$ cat config.mk
export PLATFORM = sky130hd
export DESIGN_NAME = wb_stage
export DESIGN_NICKNAME = d
export VERILOG_FILES = /design/src/rtl/wb_stage.sv
export SDC_FILE = /design/constraint.sdc
export NUM_CORES = 1
export LEC_CHECK = 0
export CORE_AREA = 2 2 366 368
export CTS_CLUSTER_DIAMETER = 40
export DETAILED_ROUTE_END_ITERATION = 16
export DIE_AREA = 0 0 368 370
export PLACE_DENSITY_LB_ADDON = 0.05
export SLEW_MARGIN = 0
export SYNTH_ARGS = -nofsm -noshare
export SYNTH_HDL_FRONTEND = slang
export SYNTH_SLANG_ARGS = --single-unit
$ cat constraint.sdc
create_clock -name clk -period 5.6 [get_ports clk]
set_input_delay 1.12 -clock clk [delete_from_list [all_inputs] [get_ports clk]]
set_output_delay 1.12 -clock clk [all_outputs]
set_load 0.02 [all_outputs]
$ cat src/rtl/wb_stage.sv
// Write-back stage: retires one instruction per handshake into the R, F or M
// register file. Matrix results leave as four 128-bit beats, lowest first.
//
// state | meaning
// IDLE  | nothing pending, a single-beat write, or matrix beat 3 in flight
// MBEAT | matrix beat 0..2 in flight, stage register locked
module wb_stage (
  input  logic         clk,
  input  logic         rst,
  input  logic         ME_valid,
  output logic         ready,
  input  logic [1:0]   rd_group,
  input  logic [4:0]   rd_index,
  input  logic         pc_opt,
  input  logic [31:0]  npc,
  input  logic [31:0]  res_R,
  input  logic [31:0]  res_F,
  input  logic [511:0] res_M,
  output logic         R_wen,
  output logic [4:0]   R_waddr,
  output logic [31:0]  R_wdata,
  output logic         F_wen,
  output logic [4:0]   F_waddr,
  output logic [31:0]  F_wdata,
  output logic         M_wen,
  output logic [6:0]   M_waddr,
  output logic [127:0] M_wdata,
  output logic         retire,
  output logic [31:0]  commit_pc,
  output logic         redirect,
  output logic [63:0]  instret
);

  typedef enum logic {IDLE, MBEAT} state_t;

  state_t       state;
  logic [1:0]   beat;
  logic         pend;
  logic [1:0]   s_group;
  logic [4:0]   s_index;
  logic         s_pc_opt;
  logic [31:0]  s_npc;
  logic [31:0]  s_res_r;
  logic [31:0]  s_res_f;
  logic [511:0] s_res_m;

  logic accept;
  logic last;

  // Pending work in IDLE is always the final write of its instruction.
  assign ready  = rst & (state != MBEAT);
  assign accept = ME_valid & ready;
  assign last   = pend & (state == IDLE);

  // Stage register, beat sequencer and retirement bookkeeping.
  always_ff @(posedge clk or negedge rst) begin
    if (!rst) begin
      state     <= IDLE;
      beat      <= 2'd0;
      pend      <= 1'b0;
      s_group   <= 2'd0;
      s_index   <= 5'd0;
      s_pc_opt  <= 1'b0;
      s_npc     <= 32'd0;
      s_res_r   <= 32'd0;
      s_res_f   <= 32'd0;
      s_res_m   <= 512'd0;
      commit_pc <= 32'd0;
      instret   <= 64'd0;
    end else begin
      if (accept) begin
        s_group  <= rd_group;
        s_index  <= rd_index;
        s_pc_opt <= pc_opt;
        s_npc    <= npc;
        s_res_r  <= res_R;
        s_res_f  <= res_F;
        s_res_m  <= res_M;
        pend     <= 1'b1;
        beat     <= 2'd0;
        if (rd_group == 2'b11) state <= MBEAT;
      end else if (last) begin
        pend <= 1'b0;
      end
      // Beat 3 is issued from IDLE so the next accept can overlap it.
      if (state == MBEAT) begin
        beat <= beat + 2'd1;
        if (beat == 2'd2) state <= IDLE;
      end
      if (last) begin
        commit_pc <= s_npc;
        instret   <= instret + 64'd1;
      end
    end
  end

  // Write ports come straight from the stage register; x0 writes are dropped.
  assign R_wen    = pend & (s_group == 2'b01) & (s_index != 5'd0);
  assign R_waddr  = s_index;
  assign R_wdata  = s_res_r;
  assign F_wen    = pend & (s_group == 2'b10);
  assign F_waddr  = s_index;
  assign F_wdata  = s_res_f;
  assign M_wen    = pend & (s_group == 2'b11);
  assign M_waddr  = {s_index, beat};
  assign M_wdata  = s_res_m[{beat, 7'd0} +: 128];
  assign retire   = last;
  assign redirect = last & s_pc_opt;

endmodule

# Word level (Yosys, flattened, before mapping)
# Cells that the tools add are included.
word_totals:
  wordCells: 40
  in_bits: 619
  output_inout_bits: 311
  regBits: 716
op_classes:
  bitwise_logic: 9
  mux: 8
  n_addsub: 2
  n_eq_ne: 5
  reduce_logical: 3
  n_shift: 1
op_table:
  columns: ["operator", "count"]
  rows:
  - ["$shiftx 512x10->128", 1]
  - ["$add 64x1->64 const B", 1]
  - ["$and 1x1->1", 8]
  - ["$eq 2x2->1 const B", 4]
  - ["$mux 1", 6]
  - ["$reduce_bool 5->1", 1]
  - ["$mux 2", 2]
  - ["$reduce_bool 2->1", 2]
  - ["$add 2x1->2 const B", 1]
  - ["$eq 2x1->1 const B", 1]
  - ["$not 1->1", 1]

# Longest topological paths before layout
depth:
  ltp_word: 6
  depth_mapped: 8
  ltp_nobuf: 6

# Least setup slack after synthesis
# Ideal clock, no wire load.
synth_timing:
  kind: "register to output"
  from: "register beat[0]"
  to: "output M_wdata[0]"
  required_time_ns: 4.480
  setup_slack_ns: 2.668
  arrival_time_ns: 1.812
  path_buffers: 3
  stages_incl_launch_ff: 5
  cell_sequence: "dfrtp_1 clkbuf_1 clkbuf_1 buf_2 mux4_2"
synth_between:
  elab_chain_len: 1
synth_rtl:
  columns: ["item", "line", "rtl"]
  rows:
  - ["start: declaration", "37", "logic [1:0] beat;"]
  - ["start signal: assignment", "87", "beat <= beat + 2'd1;"]
  - ["$shiftx 512x10->128", "106", "assign M_wdata = s_res_m[{beat, 7'd0} +: 128];"]
  - ["end: declaration", "27", "output logic [127:0] M_wdata,"]
# No other way between the ends.

# Final worst setup path
layout_timing:
  from: "register beat[1]"
  to: "output M_wdata[88]"
# The elaborated chain is that of the path after synthesis.

==> out/qor.yml <==
cts-resized-gates: 0
static-leakage-power_nw: 22.5
path_class_of_the_lowest_slack_min_delay_path: "in2async"
cp.required_ps: 4480
drt-wirelength-per-cell_um: 21.2
floorplan.core_area_um2: 132000
overall_die_height_um: 370
setup-violations-final: 0
drt_first_iter_violations: 1378
port_buffers: 929
period_share_pct: 79.3
synthesis.area_per_instance_um2: 9.47
slew_violations: 0
swShare_pct: 33.2
clock_tree.htree_level_count: 4
timing.critical_path.max_delay_family: "flip-flops"
grt_remaining_overflow: 0
pin_count_of_the_biggest_net_entering_global_routing: 141
start_util_pct: 23.0
syn_inst: 3223
internal_power_mw: 18.2
gpl.final_weighted_congestion: 0.802
final_critical_path_setup_slack_ps: 1160
floorplan.die.width_um: 368
synth_edf_count: 0
final-hold-violation-count: 0
timing.setup.critical_path_class: "reg2out"
route.detailed.drc: 0
run_status: "completed"
clock.fmax_ghz: 0.225
ys_async_sr_fraction_pct: 100
first_pass_iters: 4
routed_wl_mm: 129
drt-vias-per-instance: 4.22
numClockSinks: 716
ant_nets: 0
final.min_clock_period_ps: 4440
worst_setup_hold_path_clk_slew_ps: 50
drv.max_cap_violation_count: 0
power.density_nw_per_um2: 569
synth_largest_type_area_fraction_pct: 58.7
clockPowerShare_pct: 37.4
final.setup.tns_ps: 0
synth-main-ff-cell: "sky130_fd_sc_hd__dfrtp_1"
synth_top_area_cell: "sky130_fd_sc_hd__dfrtp_1"
netlist_top_cells_area: "sky130_fd_sc_hd__dfrtp_1 59%, sky130_fd_sc_hd__nand2_1 24%, sky130_fd_sc_hd__mux4_2 9.4%"
vias: 25734
place_ws_ps: 1850
power.share.combinational_pct: 31.6
synth.lib_cells_used.distinct: 37
clockBufferDepth: 3
power.switching_mw: 9.03
number_of_synthesized_register_bits: 716
global_route_wire_length_before_repair_mm: 188
synth_common_cells: "1979 x sky130_fd_sc_hd__nand2_1, 716 x sky130_fd_sc_hd__dfrtp_1, 148 x sky130_fd_sc_hd__clkbuf_1"
master_of_the_slowest_instance_on_the_critical_path: "sky130_fd_sc_hd__dfrtp_4"
cts.repair_timing.setup_buffer_count: 0
p_seq_share_pct: 31.0
num_io_pins: 930
worstPathCellList: "buf_12, mux4_2, clkdlybuf4s50_1"
r2r-end: "instret[59]"
seq_area_frac_synth_pct: 58.7
mappedNetlistNets: 3844
cp_data_arrival_time_ps: 3320
clock_latency_ps: 760
cp.buffers_inverters: 2
fillers: 13482
root_buf_cell: "sky130_fd_sc_hd__clkbuf_16"
critPathMaxStageDelay_ps: 1100
number_of_buffers_inserted_during_clock_tree_synthesis: 157
detailedPlacementHpwl_mm: 91.4
reg2reg_depth: 7
rsz0062_at_grt: "no"
grt_antenna_before_repair: 80
final_nets: 4783
cp_max_fo: 57
timing.max_slew.rel_slack_pct: 26.2
tritoncts: "yes"
ctsHoldBuffers: 0
ys.warnings.count: 0
syn_to_final_growth_pct: 56.4
tightest_slew_ps: 1110
fp-row-count: 134
synth.most_common_cell: "sky130_fd_sc_hd__nand2_1"
worst_hold_slack_ps: 273
timing.clock.skew_ps: 24.2
r2r_slack_ps: 2730
syn-cell-area_um2: 30500
grt_pass1_vias: 26833
final_layout_size_suffix_gt1_share_pct: 10.8
ir_drop_mv: 0.238
end_kind: "output pin"
design.die.area_um2: 136000
reg2reg_from: "state"
cp-start-kind: "flip-flop"
globalRouteTotalUtil_pct: 18.7
## layer usage
layer	vias up	track usage, %	part of all wire [%]
met5	-	0	0.33
met4	72	8.02	2.8
li1	12190	-	-
met2	728	31.2	50
met3	268	7.25	7.8
met1	12476	21.3	39
## worst max-delay path by stage
stage	depth (start not counted)	start	end
2_1_floorplan	4	beat[0]	M_wdata[0]
3_3_place_gp	3	beat[0]	M_wdata[63]
3_5_place_dp	3	beat[1]	M_wdata[119]
4_1_cts	3	beat[0]	M_wdata[53]
5_1_grt	3	beat[0]	M_wdata[88]
6_report	3	beat[1]	M_wdata[88]
## sequential cells by signal, summed over array words and instances, names as in the netlist
| register | cells |
|---|---|
| s_res_m | 512 |
| instret | 64 |
| F_wdata | 32 |
| R_wdata | 32 |
| commit_pc | 32 |
| s_npc | 32 |
| F_waddr | 5 |
| beat | 2 |
| s_group | 2 |
| pend | 1 |
| s_pc_opt | 1 |
| state | 1 |
## final cells by class
| cell class | instances | area, um2 | area share, % |
|---|---|---|---|
| antenna | 36 | 90.1 | 0.189 |
| clock buffer | 196 | 4330 | 9.07 |
| clock inverter | 96 | 1460 | 3.06 |
| inverter | 9 | 33.8 | 0.0708 |
| multi-input combinational | 2308 | 11800 | 24.7 |
| sequential | 716 | 17900 | 37.6 |
| tap | 1768 | 2210 | 4.64 |
| timing repair buffer | 970 | 9890 | 20.7 |
## worst reg2reg max path, stage by stage, from the launching register on
cell and delay (ps):
sky130_fd_sc_hd__dfrtp_1 490, sky130_fd_sc_hd__nand2b_1 220, sky130_fd_sc_hd__inv_2 580, sky130_fd_sc_hd__nand4_1 490, sky130_fd_sc_hd__nor4bb_1 430, sky130_fd_sc_hd__buf_4 240
sky130_fd_sc_hd__nand4_1 130, sky130_fd_sc_hd__xnor2_1 150
## per-stage QoR
step           utilization (%)  std cells  area, um2  total power, mW
2_1_floorplan                -       3223      30500             12.8
3_3_place_gp              31.6       5771      41800             17.3
3_5_place_dp              31.6       5771      41800             17.3
4_1_cts                   36.0       6063      47600             27.7
5_1_grt                   36.0       6094      47700             28.7
6_report                  36.0       6099      47700             27.2
## power groups by stage
stage | Sequential (mW) | Clock [mW] | Combinational [mW]
floorplan | 8.22 | 0 | 4.57
global placement | 8.58 | 0 | 8.70
detailed placement | 8.52 | 0 | 8.75
CTS | 8.48 | 10.4 | 8.79
global route | 8.68 | 10.7 | 9.35
finish | 8.44 | 10.2 | 8.58
## placed cells by master, fill, tap and decap left out, drive strengths merged
master,n
nand3b,1
nor3b,1
bufinv,32
and3,10
inv,20
o21ai,2
mux4,128
nor2b,1
clkbuf,196
xor2,29
nor4,12
buf,42
o22ai,1
nor3,23
xnor2,34
clkinv,36
nand2,1979
dfrtp,716
or3,1
nand3,25
nand4,31
and2,2
clkdlybuf4s50,928
and4,7
or4,1
nand2b,1
nor4bb,1
diode,36
clkinvlp,17
ha,2
nor2,16
## kinds of logic after synthesis
group                    count (synthesis)  synth area share [%]
AO/OA/AOI/OAI                            3                0.0533
XOR/XNOR                                63                  1.81
adder cells (fa/ha/maj)                  2                0.0820
buffers and inverters                  199                  2.71
flip-flops                             716                  58.7
multiplexers                           128                  9.45
AND/OR/NAND/NOR                       2112                  27.2
No activity file was read; power rests on OpenSTA's default activity.
